$ cat config.mk
export PLATFORM = sky130hd
export DESIGN_NAME = shinnosuke_mac_stream
export DESIGN_NICKNAME = d
export VERILOG_FILES = /design/src/rtl/shinnosuke_mac_stream.sv
export SDC_FILE = /design/constraint.sdc
export NUM_CORES = 1
export LEC_CHECK = 0
export ABC_CLOCK_PERIOD_IN_PS = 3900
export BUFFER_PORTS_ARGS = -buffer_cell sky130_fd_sc_hd__buf_2
export CAP_MARGIN = 20
export CORE_MARGIN = 4
export CORE_UTILIZATION = 47
export CTS_BUF_LIST = sky130_fd_sc_hd__clkbuf_8
export DETAILED_ROUTE_END_ITERATION = 7
export GPL_ROUTABILITY_DRIVEN = 0
export PLACE_DENSITY = 0.65
export SKIP_LAST_GASP = 1
export SYNTH_ARGS = -nofsm -noshare
export SYNTH_HDL_FRONTEND = slang
export SYNTH_SLANG_ARGS = --single-unit
$ cat constraint.sdc
create_clock -name clk -period 3.9 [get_ports clk]
set_input_delay 0.78 -clock clk [delete_from_list [all_inputs] [get_ports clk]]
set_output_delay 0.78 -clock clk [all_outputs]
set_load 0.01 [all_outputs]
$ cat src/rtl/shinnosuke_mac_stream.sv
// shinnosuke_mac_stream: streaming multiply-accumulate (dot-product) engine.
//
// Accepts N_TERMS unsigned operand pairs over a valid/ready input stream. Each
// pair is multiplied in a registered product stage, the products are summed in
// an ACC_W-bit accumulator, and one frame sum is presented per frame on a
// valid/ready output stream.
//
// Build option:
//   SHINNOSUKE_MAC_SAT_EN  defined   -> accumulator saturates at 2^ACC_W-1
//                          undefined -> accumulator wraps modulo 2^ACC_W
//   out_ovf flags the overflow in both builds.
//
// Ports:
//   clk        single clock, rising edge
//   rst        synchronous, active-high reset
//   in_valid   operand pair valid
//   in_ready   block can accept a pair this cycle
//   in_a       operand A (IN_W bits, unsigned)
//   in_b       operand B (IN_W bits, unsigned)
//   out_valid  frame result valid
//   out_ready  sink accepts result
//   out_data   frame sum (ACC_W bits)
//   out_ovf    accumulator overflowed during this frame

module shinnosuke_mac_stream #(
    parameter int unsigned IN_W    = 4,
    parameter int unsigned N_TERMS = 8,
    parameter int unsigned ACC_W   = 2 * IN_W + $clog2(N_TERMS)
) (
    input  logic             clk,
    input  logic             rst,
    input  logic             in_valid,
    output logic             in_ready,
    input  logic [IN_W-1:0]  in_a,
    input  logic [IN_W-1:0]  in_b,
    output logic             out_valid,
    input  logic             out_ready,
    output logic [ACC_W-1:0] out_data,
    output logic             out_ovf
);

    // A one-term frame still needs a 1-bit counter to keep widths legal.
    localparam int unsigned CNT_W = (N_TERMS > 1) ? $clog2(N_TERMS) : 1;
    localparam int unsigned P_W   = 2 * IN_W;
    localparam logic [CNT_W-1:0] LAST = CNT_W'(N_TERMS - 1);

    typedef enum logic [1:0] {
        StRun,
        StDrain,
        StOut
    } state_e;

    state_e            state;
    logic [CNT_W-1:0]  cnt;
    logic [P_W-1:0]    p_q;
    logic              p_valid;
    logic [ACC_W-1:0]  acc;
    logic              ovf;

    logic              accept;
    logic              out_fire;
    logic [ACC_W-1:0]  p_ext;
    logic [ACC_W:0]    sum;
    logic              carry;
    logic [ACC_W-1:0]  acc_next;

    // in_ready is forced low while rst is asserted so nothing can slip in
    // during the reset cycle itself.
    assign in_ready  = (state == StRun) && !rst;
    assign accept    = in_valid && in_ready;
    assign out_valid = (state == StOut);
    assign out_fire  = out_valid && out_ready;
    assign out_data  = acc;
    assign out_ovf   = ovf;

    // Size cast zero-extends or truncates the product to the accumulator width.
    assign p_ext = ACC_W'(p_q);
    assign sum   = {1'b0, acc} + {1'b0, p_ext};
    assign carry = sum[ACC_W];

`ifdef SHINNOSUKE_MAC_SAT_EN
    // Once clamped the accumulator is all ones, so any later add either carries
    // again or adds zero; both keep it at the ceiling.
    assign acc_next = carry ? {ACC_W{1'b1}} : sum[ACC_W-1:0];
`else
    assign acc_next = sum[ACC_W-1:0];
`endif

    always_ff @(posedge clk) begin
        if (rst) begin
            state   <= StRun;
            cnt     <= '0;
            p_q     <= '0;
            p_valid <= 1'b0;
            acc     <= '0;
            ovf     <= 1'b0;
        end else begin
            // Product stage
            p_valid <= accept;
            if (accept) begin
                p_q <= P_W'(in_a) * P_W'(in_b);
            end

            // Accumulate stage
            if (p_valid) begin
                acc <= acc_next;
                if (carry) begin
                    ovf <= 1'b1;
                end
            end

            // Frame control
            case (state)
                StRun: begin
                    if (accept) begin
                        if (cnt == LAST) begin
                            cnt   <= '0;
                            state <= StDrain;
                        end else begin
                            cnt <= cnt + 1'b1;
                        end
                    end
                end
                StDrain: begin
                    // The last product accumulates during this cycle.
                    state <= StOut;
                end
                StOut: begin
                    if (out_fire) begin
                        acc   <= '0;
                        ovf   <= 1'b0;
                        state <= StRun;
                    end
                end
                default: begin
                    state <= StRun;
                end
            endcase
        end
    end

endmodule

After elaboration in Yosys (flattened, before gate mapping)
Cells that the tools add are included.

word-level totals
  output and inout bits = 14
  input bits = 12
  register bits after elaboration = 26
  word-level logic and storage cells = 34

cells by class
  $add $sub $neg = 2
  equality and inequality tests = 6
  reductions and logical operators = 7
  multiply operators = 1
  mux-type cells = 12

operators by type and width
  cell                 count
  $mux 11              3
  $add 11x8->12        1
  $mul 4x4->8          1
  $mux 2               3
  $pmux 2 s3           1
  $mux 1               4
  $ne 2x1->1 const B   2
  $add 3x1->3 const B  1
  $eq 3x3->1 const B   1
  $logic_and 1x1->1    3
  $mux 3               1
  $reduce_and 3->1     1
  $eq 2x1->1 const B   1
  $eq 2x2->1 const B   1
  $logic_not 2->1      1
  $ne 2x2->1 const B   1
  $reduce_and 2->1     1
  $logic_not 1->1      1

Depth between registers and ports, before layout
Gate-level depths: netlist of run 1.

  depth in word-level cells = 5
  mapped depth = 10
  gate-level depth less buffers = 10

Worst setup path after synthesis of run 1
OpenSTA, ideal clock, no wires.

  path kind = input -> register
  start = input port in_a[0]
  end = register p_q[6]
  required time = 3.769 ns
  stages = 10
  setup slack = 0.895 ns
  path buffers = 0
  data arrival time = 2.874 ns
  library setup time = 0.131 ns
  cells stage by stage = nand2_1 > fa_1 > inv_1 > fa_1 > fa_1 > nand2_1 > nand2_1 > a21oi_1 > xor2_1 > o21ai_0

between the ends
  cells in the longest elaborated chain, start to end = 1

RTL lines
  element                 line  source
  start: declaration      34    input logic [IN_W-1:0] in_a,
  $mul 4x4->8             101   p_q <= P_W'(in_a) * P_W'(in_b);
  end signal: assignment  101
  end: declaration        55    logic [P_W-1:0] p_q;

Every way passes these cells.
A chain may end at the register's enable or synchronous reset.

Final worst setup path of run 1
  start = input port in_b[3]
  end = register p_q[7]

between the ends
  cells in the longest elaborated chain, start to end = 1

RTL lines
  element             line  source
  start: declaration  35    input logic [IN_W-1:0] in_b,
  $mul 4x4->8         101

Every way passes these cells.

==> results.json, run 1 <==
{
  "outcome": "finished, final reports clean",
  "drc": 0,
  "reg2reg_slack_ns": 1.87,
  "synth_top_area_cell": "dfxtp_1",
  "cp_slowest_cell": "fa_1",
  "grt_pass1_wl_mm": 5.45,
  "cts_hold_buf": 0,
  "hold_depth": 2,
  "synth_top_cell_area_share_pct": 30.5,
  "rsz0062_at_grt": "false",
  "path_buf_inv": 2,
  "critPathKind": "in2reg",
  "r2r-start": "out_data[4]",
  "core-area_sq_um": 3420,
  "io_pins": 26,
  "setup.worst_path.end": "p_q[7]",
  "worstSetupEndpointType": "flip-flop",
  "drive_gt1_share_pct": 13.7,
  "postCtsSetupRepairBufs": 0,
  "cap_violations": 0,
  "wl_met3_microns": 133,
  "topRoutingLayerUsed": "met4",
  "crit_chain": "buf_2 -> nand2_1 -> fa_1 -> inv_1 -> fa_1 -> ha_1 -> a21oi_1 -> o21ai_0 -> a21oi_1 -> xor2_1 -> o21ai_0",
  "hold_violations": 0,
  "synthCells": 194,
  "grt_pass1_vias": 1295,
  "grt_use_total_pct": 15.5,
  "drtIter0Drc": 101,
  "grt_antenna_before_repair": 0,
  "p_leak_nw": 0.956,
  "die_area_sq_um": 4660,
  "synth_cell_types": 36,
  "critPathMaxStageDelay_ns": 0.55,
  "worst_pin_slew_ns": 0.572,
  "synth_edf_count": 0,
  "synth_commonest_cells": "dfxtp_1 (26), ha_1 (22), nand2_1 (22)",
  "final_cell_area_sq_um": 1930,
  "h-tree-depth": 1,
  "ir_drop_uv": 112,
  "synth.yosys.seq_area_share_pct": 30.5,
  "synth_flop_cell": "dfxtp_1",
  "synth_area_sq_um": 1710,
  "critPathMaxFanout": 4,
  "ys_top_cells_by_area": "dfxtp_1 (30%), ha_1 (16%), fa_1 (5.9%)",
  "synth_seq_cells": 26,
  "grt_max_degree": 16,
  "drt_pass1_iterations": 4,
  "chipWidth_microns": 68.3,
  "cts.reportedPaths.clkPinSlew_ns": 0.09,
  "setup_tns_ns": 0,
  "nets": 259,
  "powerDensity_nw_per_um2": 300,
  "diodes": 0,
  "dr_total_vias": 1414,
  "wl_per_cell_microns": 12.4,
  "area_growth_syn_to_layout_pct": 13.0,
  "cp.depth": 11,
  "fmaxAchievable_mhz": 335,
  "hpwl_mm": 2.69,
  "dp_slack_ns": 0.616,
  "avgSynthCellArea_sq_um": 8.80,
  "syn_nets": 233,
  "maxSlewHeadroom_pct": 61.8,
  "cts_resized": 0,
  "min_path_type": "reg2reg",
  "r2r_end": "out_data[9]",
  "overflow": 0,
  "placed_area_sq_um": 1870,
  "finalSetupViolCount": 0,
  "clk_latency_ns": 0.27,
  "wl_met2_mm": 1.60,
  "ctsLongestPathBuffers": 2,
  "io_buffer_count": 25,
  "synth.most_common_cell": "dfxtp_1",
  "path_delay_family": "adder cells",
  "finalClockSkew_ns": 0.00638,
  "cts_tree": "done",
  "die_h_microns": 68.3,
  "worstPathRequired_ns": 4.05,
  "cts_root_buffer": "clkbuf_8",
  "num_rows": 21,
  "arrival_ns": 3.13,
  "postLayoutSetupSlackWorst_ns": 0.916,
  "crit_path_start_kind": "input pin",
  "wl_mm": 3.28,
  "drtAntennaViolNets": 0,
  "vias_per_cell": 5.34,
  "post-route-period-util_pct": 76.5,
  "clock_sinks": 26,
  "slew_violations": 0,
  "synth-async-reset-ratio_pct": 0,
  "fin_crit_ns": 2.98,
  "startpoint": "in_b[3]",
  "cts_buffers": 3,
  "rr_worst_depth": 6,
  "hold_ws_ns": 0.455,
  "wl_met1_mm": 1.48,
  "initial_core_util_pct": 50.0,
  "yosysWarningCount": 0
}
cell type report:
class / instances / area (sq um)
Clock buffer: 4 / 55.1
Fill cell: 313 / 1490
Tap cell: 46 / 57.6
Sequential cell: 26 / 520
Multi-Input combinational cell: 154 / 1130
Timing Repair Buffer: 25 / 125
Inverter: 10 / 37.5
worst reg2reg max path, delay by kind of cell, from the launching register on:
| kind | cells | cell delay, ns |
|---|---|---|
| compound gates | 3 | 0.76 |
| fa+ha+maj | 1 | 0.38 |
| flops | 1 | 0.34 |
| mux | 1 | 0.35 |
| simple gates | 1 | 0.10 |
cells by family (layout without fill, tap and decap cells):
group                    count (synthesis)  after routing  share of synthesized area [%]
AND/OR/NAND/NOR                         70             70                           20.7
adder cells (fa/ha/maj)                 27             27                           22.0
buffers and inverters                   14             39                           3.08
multiplexers                             4              4                           2.42
AO/OA/AOI/OAI                           43             43                           16.1
XOR/XNOR                                10             10                           5.13
flip-flops                              26             26                           30.5
metal layers:
layer / global-route usage (%) / up-vias
li1: - / 735
met1: 17.6 / 640
met2: 28.5 / 33
met3: 2.13 / 6
met4: 6.70 / 0
met5: 0 / -
flip-flops by register name, summed over array words and instances, names as in the netlist:
register	count
out_data	11
cnt	3
out_ovf	1
state	2
p_valid	1
p_q	8
cell usage in the layout (no fill, tap or decap), types with 2 or more instances in the layout:
cell / count
xor2_1: 3
o21a_1: 2
a21o_1: 4
mux2i_1: 3
and2_1: 13
nand3b_1: 4
a31oi_1: 2
nor2b_1: 2
ha_1: 22
buf_2: 25
dfxtp_1: 26
nand2b_1: 2
and3_1: 3
nor3_1: 2
xnor2_1: 7
nand2_1: 22
fa_1: 5
a211oi_1: 2
a21oi_1: 18
nor2_1: 12
and4_1: 2
clkbuf_8: 4
inv_1: 9
nand3_1: 5
o21ai_0: 8
worst min-delay path by stage:
stage / start / to
global route: cnt[2] / cnt[2]
finish: out_ovf / out_ovf
global placement: out_ovf / out_ovf
detailed placement: out_ovf / out_ovf
floorplan: p_q[0] / p_q[0]
CTS: out_ovf / out_ovf
power breakdown:
part | internal (W) | leakage [nW] | total [W] | switching (W)
clock | 0.0000901 | 0.0288 | 0.000172 | 0.0000819
sequential | 0.000277 | 0.211 | 0.000286 | 0.00000899
combinational | 0.0000530 | 0.716 | 0.000120 | 0.0000673
per-stage QoR:
stage               power (W)  cells  util (%)
floorplan            0.000381    194         -
global placement     0.000408    261      54.9
detailed placement   0.000413    261      54.9
CTS                  0.000582    265      56.5
global route         0.000611    265      56.5
finish               0.000578    265      56.5
Power figures use the tool's default switching activity.
==> inputs of run 2 (changes only) <==
--- a/config.mk
+++ b/config.mk
@@ -5,7 +5,7 @@
 export SDC_FILE = /design/constraint.sdc
 export NUM_CORES = 1
 export LEC_CHECK = 0
-export ABC_CLOCK_PERIOD_IN_PS = 3900
+export ABC_CLOCK_PERIOD_IN_PS = 2650
 export BUFFER_PORTS_ARGS = -buffer_cell sky130_fd_sc_hd__buf_2
 export CAP_MARGIN = 20
 export CORE_MARGIN = 4
@@ -13,7 +13,7 @@
 export CTS_BUF_LIST = sky130_fd_sc_hd__clkbuf_8
 export DETAILED_ROUTE_END_ITERATION = 7
 export GPL_ROUTABILITY_DRIVEN = 0
-export PLACE_DENSITY = 0.65
+export PLACE_DENSITY = 0.68
 export SKIP_LAST_GASP = 1
 export SYNTH_ARGS = -nofsm -noshare
 export SYNTH_HDL_FRONTEND = slang
==> constraint.sdc (replaced) <==
create_clock -name clk -period 2.65 [get_ports clk]
set_input_delay 0.53 -clock clk [delete_from_list [all_inputs] [get_ports clk]]
set_output_delay 0.53 -clock clk [all_outputs]
set_load 0.01 [all_outputs]
==> results.json, run 2 (synthesis results as in run 1) <==
{
  "cts_hold_buf": 0,
  "drive_gt1_share_pct": 18.2,
  "wl_per_cell_microns": 12.9,
  "outcome": "finished, final reports clean",
  "multi_input_area_sq_um": 1150,
  "hpwl_mm": 2.90,
  "diodes": 0,
  "clock_sinks": 26,
  "n_fill_cell": 315,
  "layout_common_cells": "dfxtp_1 (26), buf_2 (25), ha_1 (22)",
  "h-tree-depth": 1,
  "clk_latency_ns": 0.27,
  "grt_pass1_wl_mm": 6.22,
  "vias_per_cell": 5.44,
  "dr_total_vias": 1474,
  "worst_pin_slew_ns": 0.521,
  "post-route-util_pct": 58.1,
  "crit_path_start_kind": "input pin",
  "cts_tree": "done",
  "die_h_microns": 68.3,
  "grt_use_total_pct": 17.4,
  "drt_pass1_iterations": 4,
  "hold_ws_ns": 0.465,
  "worstSetupEndpointType": "flip-flop",
  "critPathKind": "in2reg",
  "worstPathRequired_ns": 2.81,
  "cts.reportedPaths.clkPinSlew_ns": 0.09,
  "drtIter0Drc": 80,
  "grt_max_degree": 16,
  "postCtsSetupRepairBufs": 0,
  "grt_pass1_vias": 1464,
  "io_buffer_count": 25,
  "ctsLongestPathBuffers": 2,
  "cts_root_buffer": "clkbuf_8",
  "area_growth_syn_to_layout_pct": 16.2,
  "dp_slack_ns": -0.248,
  "maxSlewHeadroom_pct": 65.2,
  "cts_buffers": 3,
  "powerDensity_nw_per_um2": 421,
  "largest_register_ffs": 11,
  "overflow": 0,
  "drtAntennaViolNets": 0,
  "post-route-period-util_pct": 97.9,
  "io_pins": 26,
  "chipWidth_microns": 68.3,
  "num_rows": 21,
  "cts_resized": 0,
  "arrival_ns": 2.76,
  "p_leak_nw": 0.981,
  "fmaxAchievable_mhz": 385,
  "cap_violations": 0,
  "finalPower_w": 0.000836,
  "rsz0062_at_grt": "true",
  "die_area_sq_um": 4660,
  "initial_core_util_pct": 50.0,
  "hold_violations": 0,
  "min_path_type": "reg2reg",
  "finalClockSkew_ns": 0.00777,
  "critPathMaxFanout": 4,
  "wl_mm": 3.50,
  "slew_violations": 0,
  "ir_drop_uv": 182,
  "core-area_sq_um": 3420,
  "postLayoutSetupSlackWorst_ns": 0.0557,
  "fin_crit_ns": 2.59,
  "grt_antenna_before_repair": 0,
  "nets": 266,
  "finalSetupViolCount": 0,
  "regArea_sq_um": 520,
  "drc": 0,
  "final_common_cell": "dfxtp_1"
}
==> run 2: stage by stage <==
step / cells / setup TNS (ns) / area [sq um]
after detailed placement: 268 / -0.509 / 1930
after CTS: 271 / 0 / 1970
after global routing: 271 / -0.0499 / 1980
after floorplan: 194 / 0 / 1710
final: 271 / 0 / 1980
after global placement: 268 / -0.219 / 1930
==> run 2: final timing paths <==
path,startpoint,to,slack (ns),cells past startpoint
worst min-delay path,cnt[1],cnt[1],0.47,2
worst max register to register,out_data[4],out_data[9],0.57,6
worst min register to register,cnt[1],cnt[1],0.47,2
worst max-delay path,in_b[1],p_q[7],0.06,11
==> run 2: power breakdown <==
group / switching (W) / total, W / internal (W)
clock network: 0.000115 / 0.000216 / 0.000102
logic: 0.000105 / 0.000198 / 0.0000930
registers: 0.0000138 / 0.000421 / 0.000407
total: 0.000234 / 0.000836 / 0.000602
==> run 2: worst max-delay path, stage by stage <==
cell and delay [ns]:
buf_2 0.12, nand2_2 0.06, fa_1 0.55, inv_1 0.06, fa_1 0.49, ha_1 0.31
a21oi_2 0.16, o21ai_1 0.07, a21oi_1 0.17, xor2_1 0.16, o21ai_1 0.07
==> run 2: final cells by class <==
class	count	area share [%]
multi-input combinational	154	57.9
inverter	10	1.89
tap	46	2.90
timing repair buffer	32	8.96
clock buffer	3	2.08
sequential	26	26.2
==> run 2: routing by layer <==
layer	GRT usage [%]	vias to the layer above	wire length, microns
met5	0	-	0
met4	7.20	0	87
met3	2.46	8	124
met2	32.5	28	1830
met1	19.5	691	1450
li1	-	747	-
==> inputs of run 3 (changes only) <==
--- a/config.mk
+++ b/config.mk
@@ -7,7 +7,7 @@
 export LEC_CHECK = 0
 export ABC_CLOCK_PERIOD_IN_PS = 2650
 export BUFFER_PORTS_ARGS = -buffer_cell sky130_fd_sc_hd__buf_2
-export CAP_MARGIN = 20
+export CAP_MARGIN = 0
 export CORE_MARGIN = 4
 export CORE_UTILIZATION = 47
 export CTS_BUF_LIST = sky130_fd_sc_hd__clkbuf_8
==> constraint.sdc (replaced) <==
create_clock -name clk -period 2.65 [get_ports clk]
set_input_delay 0.265 -clock clk [delete_from_list [all_inputs] [get_ports clk]]
set_output_delay 0.265 -clock clk [all_outputs]
set_load 0.01 [all_outputs]
==> results.json, run 3 (synthesis results as in run 1) <==
{
  "dr_total_vias": 1409,
  "grt_max_degree": 16,
  "finalSetupViolCount": 0,
  "worstSetupEndpointType": "flip-flop",
  "grt_pass1_vias": 1295,
  "ctsLongestPathBuffers": 2,
  "drc": 0,
  "drive_gt1_share_pct": 15.6,
  "vias_per_cell": 5.22,
  "clock_sinks": 26,
  "worstPathRequired_ns": 2.80,
  "cts_root_buffer": "clkbuf_8",
  "n_fill_cell": 325,
  "grt_pass1_wl_mm": 5.34,
  "layout_common_cells": "dfxtp_1 (26), buf_2 (25), nand2_1 (22), ha_1 (22), a21oi_1 (18)",
  "initial_core_util_pct": 50.0,
  "cts_tree": "done",
  "min_path_type": "in2reg",
  "hpwl_mm": 2.58,
  "crit_path_start_kind": "input pin",
  "post-route-period-util_pct": 90.8,
  "drtAntennaViolNets": 0,
  "finalClockSkew_ns": 0.00432,
  "stdcell_count": 270,
  "core-area_sq_um": 3420,
  "critPathMaxStageDelay_ns": 0.55,
  "postCtsSetupRepairBufs": 0,
  "critPathKind": "in2reg",
  "cts_resized": 0,
  "fin_crit_ns": 2.41,
  "cap_violations": 0,
  "wl_mm": 3.22,
  "grt_antenna_before_repair": 0,
  "slew_violations": 0,
  "hold_violations": 0,
  "powerDensity_nw_per_um2": 469,
  "worst_pin_slew_ns": 0.592,
  "io_pins": 26,
  "die_area_sq_um": 4660,
  "h-tree-depth": 1,
  "cts.reportedPaths.clkPinSlew_ns": 0.09,
  "setup_tns_ns": 0,
  "nets": 264,
  "grt_use_total_pct": 14.9,
  "io_buffer_count": 25,
  "placed_cells": 266,
  "worstHoldStart": "in_valid",
  "r2r-start": "out_data[4]",
  "maxSlewHeadroom_pct": 60.5,
  "cts_buffers": 3,
  "p_leak_nw": 0.987,
  "chipWidth_microns": 68.3,
  "final_common_cell": "dfxtp_1",
  "wl_per_cell_microns": 11.9,
  "ir_drop_uv": 308,
  "drt_pass1_iterations": 4,
  "die_h_microns": 68.3,
  "fmaxAchievable_mhz": 416,
  "clk_latency_ns": 0.27,
  "area_growth_syn_to_layout_pct": 16.2,
  "outcome": "finished, final reports clean",
  "rsz0062_at_grt": "false",
  "num_rows": 21,
  "startpoint": "in_a[0]",
  "drtIter0Drc": 104,
  "cts_hold_buf": 0,
  "crit_chain": "buf_2 -> nand2_1 -> fa_1 -> inv_1 -> fa_1 -> ha_1 -> a21oi_1 -> o21ai_0 -> a21oi_1 -> xor2_1 -> o21ai_0",
  "hold_ws_ns": 0.237,
  "diodes": 0,
  "largest_register_ffs": 11,
  "cp_slowest_cell": "fa_1",
  "overflow": 0,
  "arrival_ns": 2.56,
  "critPathMaxFanout": 2
}
## run 3: changes by cell type in the layout (fill, tap and decap cells not counted), sizes merged
cell	delta
buf	-2
bufinv	+1
## run 3: final timing paths
path,slack [ns],cells after the start,end
max,0.24,11,p_q[7]
min,0.24,2,state[0]
max reg2reg,0.63,6,out_data[9]
min reg2reg,0.46,2,out_ovf
## run 3: worst max-delay path, delay by kind of cell
family | cells | cell delay (ns)
and+or+nand+nor | 1 | 0.07
buffers and inverters | 2 | 0.14
adders and majority gates | 3 | 1.38
xor gates and xnor gates | 1 | 0.15
AOI/OAI and AO/OA | 4 | 0.55
## run 3: metrics by stage
stage	util, %	setup WS, ns	power [W]	area (sq um)
final	58.1	0.243	0.000929	1980
after CTS	58.1	0.220	0.000945	1980
after global placement	56.0	0.00580	0.000609	1910
after global routing	58.1	0.0331	0.000987	1980
after detailed placement	56.0	-0.0845	0.000612	1910
after floorplan	-	0.160	0.000560	1710
## run 3: layout make-up
type	count	area [sq um]	share of cell area, %
Sequential cell	26	520	26.2
Inverter	10	37.5	1.89
Multi-Input combinational cell	154	1130	57.2
Timing Repair Buffer	30	163	8.20
Clock buffer	3	41.3	2.08
Tap cell	46	57.6	2.90
Clock inverter	1	30.0	1.51
## run 3: metal layers
layer / GRT usage (%) / up-vias / wire length (microns)
met5: 0 / - / 0
met4: 7.44 / 0 / 40
met3: 1.48 / 4 / 99
met2: 26.2 / 22 / 1540
met1: 17.7 / 635 / 1540
li1: - / 748 / -
## run 3: power by group
part | leakage, nW | total, W | internal (W) | switching, W
clock | 0.0357 | 0.000326 | 0.000202 | 0.000124
combinational | 0.740 | 0.000182 | 0.0000825 | 0.0000995
sequential | 0.211 | 0.000421 | 0.000407 | 0.0000136
total | 0.987 | 0.000929 | 0.000692 | 0.000238
